## src/rtl/gcd_request_queue.sv

```systemverilog
// Request FIFO and credit tracker that feeds operand pairs to the GCD engine.
// Optional GCD_REQ_NORMALIZE_EN stores each pair so that va >= vb.
module gcd_request_queue #(
  parameter int WIDTH           = 32,
  parameter int DEPTH           = 4,
  parameter int MAX_OUTSTANDING = 1
) (
  input  logic                     CLK,
  input  logic                     RST,
  input  logic                     in_say__ENA,
  input  logic [WIDTH-1:0]         in_say_va,
  input  logic [WIDTH-1:0]         in_say_vb,
  output logic                     in_say__RDY,
  output logic                     out_say__ENA,
  output logic [WIDTH-1:0]         out_say_va,
  output logic [WIDTH-1:0]         out_say_vb,
  input  logic                     out_say__RDY,
  input  logic                     rsp_done__ENA,
  output logic [$clog2(DEPTH):0]   count,
  output logic [3:0]               outstanding,
  output logic                     err
);

  localparam int AW = $clog2(DEPTH);
  localparam int CW = AW + 1;
  localparam logic [CW-1:0] FULL = CW'(DEPTH);
  localparam logic [3:0]    MAXO = 4'(MAX_OUTSTANDING);

  logic [WIDTH-1:0] r_va [DEPTH];
  logic [WIDTH-1:0] r_vb [DEPTH];
  logic [AW-1:0]    r_rd;
  logic [AW-1:0]    r_wr;
  logic [CW-1:0]    r_count;
  logic [3:0]       r_out;
  logic             r_err;

  logic             w_full;
  logic             w_empty;
  logic             w_credit;
  logic             w_enq;
  logic             w_iss;
  logic             w_ovf;
  logic             w_spur;
  logic             w_swap;
  logic [WIDTH-1:0] w_wa;
  logic [WIDTH-1:0] w_wb;

  assign w_full   = (r_count == FULL);
  assign w_empty  = (r_count == '0);
  assign w_credit = (r_out < MAXO);

  assign in_say__RDY  = !w_full;
  assign out_say__ENA = !w_empty && w_credit;
  assign out_say_va   = r_va[r_rd];
  assign out_say_vb   = r_vb[r_rd];
  assign count        = r_count;
  assign outstanding  = r_out;
  assign err          = r_err;

  assign w_enq  = in_say__ENA && in_say__RDY;
  assign w_iss  = out_say__ENA && out_say__RDY;
  assign w_ovf  = in_say__ENA && w_full;
  assign w_spur = rsp_done__ENA && !w_iss && (r_out == '0);

`ifdef GCD_REQ_NORMALIZE_EN
  assign w_swap = (in_say_va < in_say_vb);
`else
  assign w_swap = 1'b0;
`endif

  assign w_wa = w_swap ? in_say_vb : in_say_va;
  assign w_wb = w_swap ? in_say_va : in_say_vb;

  // Operand storage, written on enqueue fire only; never reset.
  always_ff @(posedge CLK) begin
    if (w_enq) begin
      r_va[r_wr] <= w_wa;
      r_vb[r_wr] <= w_wb;
    end
  end

  // FIFO pointers and occupancy; full/empty come from the count.
  always_ff @(posedge CLK or posedge RST) begin
    if (RST) begin
      r_rd    <= '0;
      r_wr    <= '0;
      r_count <= '0;
    end else begin
      if (w_enq) r_wr <= r_wr + AW'(1);
      if (w_iss) r_rd <= r_rd + AW'(1);
      unique case ({w_enq, w_iss})
        2'b10:   r_count <= r_count + CW'(1);
        2'b01:   r_count <= r_count - CW'(1);
        default: r_count <= r_count;
      endcase
    end
  end

  // Issued-but-unanswered credit counter.
  always_ff @(posedge CLK or posedge RST) begin
    if (RST) begin
      r_out <= '0;
    end else begin
      unique case ({w_iss, rsp_done__ENA})
        2'b10:   r_out <= r_out + 4'd1;
        2'b01:   if (r_out != '0) r_out <= r_out - 4'd1;
        default: r_out <= r_out;
      endcase
    end
  end

  // Sticky error: enqueue into a full FIFO or a done with nothing pending.
  always_ff @(posedge CLK or posedge RST) begin
    if (RST) begin
      r_err <= 1'b0;
    end else if (w_ovf || w_spur) begin
      r_err <= 1'b1;
    end
  end

endmodule

```

## config.mk

```make
export PLATFORM = sky130hd
export DESIGN_NAME = gcd_request_queue
export DESIGN_NICKNAME = d
export VERILOG_FILES = /design/src/rtl/gcd_request_queue.sv
export SDC_FILE = /design/constraint.sdc
export NUM_CORES = 1
export LEC_CHECK = 0
export ABC_AREA = 1
export BUFFER_PORTS_ARGS = -buffer_cell sky130_fd_sc_hd__buf_2
export CELL_PAD_IN_SITES_DETAIL_PLACEMENT = 1
export CELL_PAD_IN_SITES_GLOBAL_PLACEMENT = 1
export CORE_AREA = 2 2 189 191
export CTS_CLUSTER_DIAMETER = 80
export DETAILED_ROUTE_END_ITERATION = 10
export DIE_AREA = 0 0 191 193
export GPL_ROUTABILITY_DRIVEN = 1
export PLACE_DENSITY = 0.63
export SLEW_MARGIN = 20
export SYNTH_ARGS = -nofsm -noshare
export SYNTH_HDL_FRONTEND = slang
export SYNTH_SLANG_ARGS = --single-unit
export TNS_END_PERCENT = 20
```

## constraint.sdc

```tcl
create_clock -name CLK -period 4.3 [get_ports CLK]
set_input_delay 0.645 -clock CLK [delete_from_list [all_inputs] [get_ports CLK]]
set_output_delay 0.645 -clock CLK [all_outputs]
set_load 0.01 [all_outputs]
```

==> results.sh <==
export IMPL_final_cells=1345
export IMPL_dr_first_iter_drc_count=282
export IMPL_ff2ff_path_depth=12
export IMPL_yosysTopAreaCell="edfxtp_1"
export IMPL_drc=0
export IMPL_cts_inserted_buffers=29
export IMPL_drt_met1_wl_mm=10.8
export IMPL_worst_ep_required_time_ps=3650
export IMPL_syn_area_um2=10300
export IMPL_dr_total_vias=6270
export IMPL_fp_row_count=69
export IMPL_syn_inst=721
export IMPL_die_w_um=191
export IMPL_final_core_util_pct=35.6
export IMPL_leakagePower_uw=0.00436
export IMPL_route_met2_wl_mm=12.1
export IMPL_io_buffers=142
export IMPL_yosys_most_used_dff="edfxtp_1"
export IMPL_slew_viol_final=0
export IMPL_synthTopCellsByArea="edfxtp_1 75%, o21ai_0 5.9%, nor2_1 4.9%"
export IMPL_finalWirelength_mm=24.7
export IMPL_grt_pass1_wl_mm=37.6
export IMPL_gr_total_overflow=0
export IMPL_initial_utilization_pct=29.4
export IMPL_syn_num_nets=799
export IMPL_endpoint_kind="primary output"
export IMPL_grt_usage_pct=13.2
export IMPL_cts_resized=0
export IMPL_crit_arrival_ps=2960
export IMPL_finalCritPeriodShare_pct=83.7
export IMPL_wl_per_cell_um=18.3
export IMPL_fin_skew_ps=18.8
export IMPL_synth_edf_count=256
export IMPL_powerDensity_nw_per_um2=722
export IMPL_root_buffer="clkbuf_16"
export IMPL_fillers=3689
export IMPL_placedCellCount=1291
export IMPL_cts_tree="done"
export IMPL_drive_gt1_share_pct=24.5
export IMPL_worstSetupPathType="reg2out"
export IMPL_peakVddDrop_uv=454
export IMPL_syn_to_final_growth_pct=21.0
export IMPL_top_level_ports=143
export IMPL_clockBufferDepth=3
export IMPL_tns_ps=0
export IMPL_holdWs_ps=134
export IMPL_layout_nets=939
export IMPL_min_path_type="in2async"
export IMPL_final_hold_violation_count=0
export IMPL_yosysWarnings=0
export IMPL_core_um2=35000
export IMPL_ctsHoldBuffers=0
export IMPL_antenna_left=0
export IMPL_tightest_slew_ps=991
export IMPL_grt_antenna_before_repair=2
export IMPL_die_area_um2=36900
export IMPL_dieHeight_um=193
export IMPL_synth_avg_cell_area_um2=14.3
export IMPL_place_area_um2=11500
export IMPL_crit_fanout=93
export IMPL_async_reset_ff_share_pct=4.48
export IMPL_grt_max_degree=94
export IMPL_clkTransAtPathRegs_ps=60
export IMPL_status="completed"
export IMPL_dpl_hpwl_mm=14.3
export IMPL_first_pass_iters=4
export IMPL_gp_congestion=0.712
export IMPL_via_per_inst=4.66
export IMPL_yosys_register_bits=268
export IMPL_htree_levels=1
export IMPL_cp_start_kind="flop"
export IMPL_rsz0062_at_grt="false"
export IMPL_final_area_um2=12400
export IMPL_grt_pass1_vias=6599
export IMPL_ys_seq_area_share_pct=77.7
export IMPL_cap_violations=0
export IMPL_min_period_ps=3600
export IMPL_setup_viol=0
export IMPL_cts_sinks=268
export IMPL_synth_most_common_cell="edfxtp_1"
export IMPL_route_met3_wl_mm=1.27
export IMPL_slew_headroom_pct=33.9
export IMPL_clk_latency_ps=550
export IMPL_synth_cell_types=29
export IMPL_post_cts_buffers=0
export IMPL_fmax_mhz=278
export IMPL_synth_top_area_share_pct=74.8
export IMPL_synthTopCellsByCount="256 x edfxtp_1, 134 x nor2_1, 121 x o21ai_0, 64 x o22ai_1, 25 x clkbuf_1"
export IMPL_routed_top_layer="met4"
-- stage by stage --
stage	power, µW	setup WS (ps)
6_report	8980	699
5_1_grt	9580	459
4_1_cts	9190	625
3_5_place_dp	6770	1230
3_3_place_gp	6680	1290
2_1_floorplan	5510	334
-- per-layer routing --
metal,global-route usage [%],vias up
met2,23.0,117
met1,16.7,3166
met4,3.16,0
met3,3.04,36
li1,-,2951
met5,0,-
-- report_power, final --
group          leakage, µW  total, µW  internal, µW  switching, µW
registers          0.00248       3670          3440            238
clock network     0.000449       2380          1410            972
logic              0.00143       2920           946           1980
total              0.00436       8980          5790           3190
-- cell families (layout without fill, tap and decap cells) --
logic type                 count (synthesis)  in the layout  share of synthesized area, %
AOI/OAI and AO/OA                        197            197                          10.4
xor gates and xnor gates                   8              8                         0.682
adders and majority gates                  9              9                          1.17
buffers and inverters                     64            225                          2.80
and+or+nand+nor                          175            175                          7.22
other                                      0              2                             0
DFF                                      268            268                          77.7
-- layout by cell type, fill, tap and decap left out --
cell type   count
edfxtp_1      256
buf_2         142
nor2_1        130
o21ai_0       121
o22ai_1        64
clkbuf_16      29
inv_1          18
nand2_1        18
nand3_1        10
dfrtp_1        10
o21ai_1         9
ha_1            8
clkinv_2        8
xor2_1          7
nor2_4          6
nand2_2         5
clkinv_1        5
clkbuf_1        5
buf_4           5
buf_12          4
nand2_4         3
bufinv_16       3
diode_2         2
inv_6           2
a21oi_1         2
xnor2_1         1
nand3_4         1
clkinv_4        1
inv_4           1
nand3_2         1
inv_2           1
o211ai_1        1
nor2_2          1
fa_1            1
clkinvlp_4      1
dfrtp_4         1
dfrtp_2         1
-- registers in the layout, summed over array words and instances (netlist names) --
name,count
r_va,128
r_vb,128
outstanding,4
count,3
r_rd,2
r_wr,2
err,1
-- path summary, 6_finish.rpt --
kind	from	end	slack [ps]
max reg2reg	outstanding[0]	count[2]	1930
min	RST	outstanding[1]	130
min reg2reg	err	err	550
min in group CLK	in_say_vb[28]	r_vb[0][28]	310
max in group asynchronous	RST	r_rd[0]	3760
max	r_rd[0]	out_say_vb[17]	700
-- worst max-delay path: stages, from the launching register on --
cell,delay (ps)
dfrtp_4,730
inv_4,730
buf_12,300
o21ai_0,110
o22ai_1,220
buf_2,170
-- cell type report --
type	instances	area [µm²]	share of cell area [%]
inverters	22	95.1	0.765
repair buffers	151	828	6.66
flip-flops and latches	268	7990	64.3
clock inverters	18	165	1.33
multi-input cells	389	2030	16.3
diodes	2	5.00	0.0402
clock buffers	34	744	5.99
well taps	461	577	4.64
(Power assumes the default switching activity.)
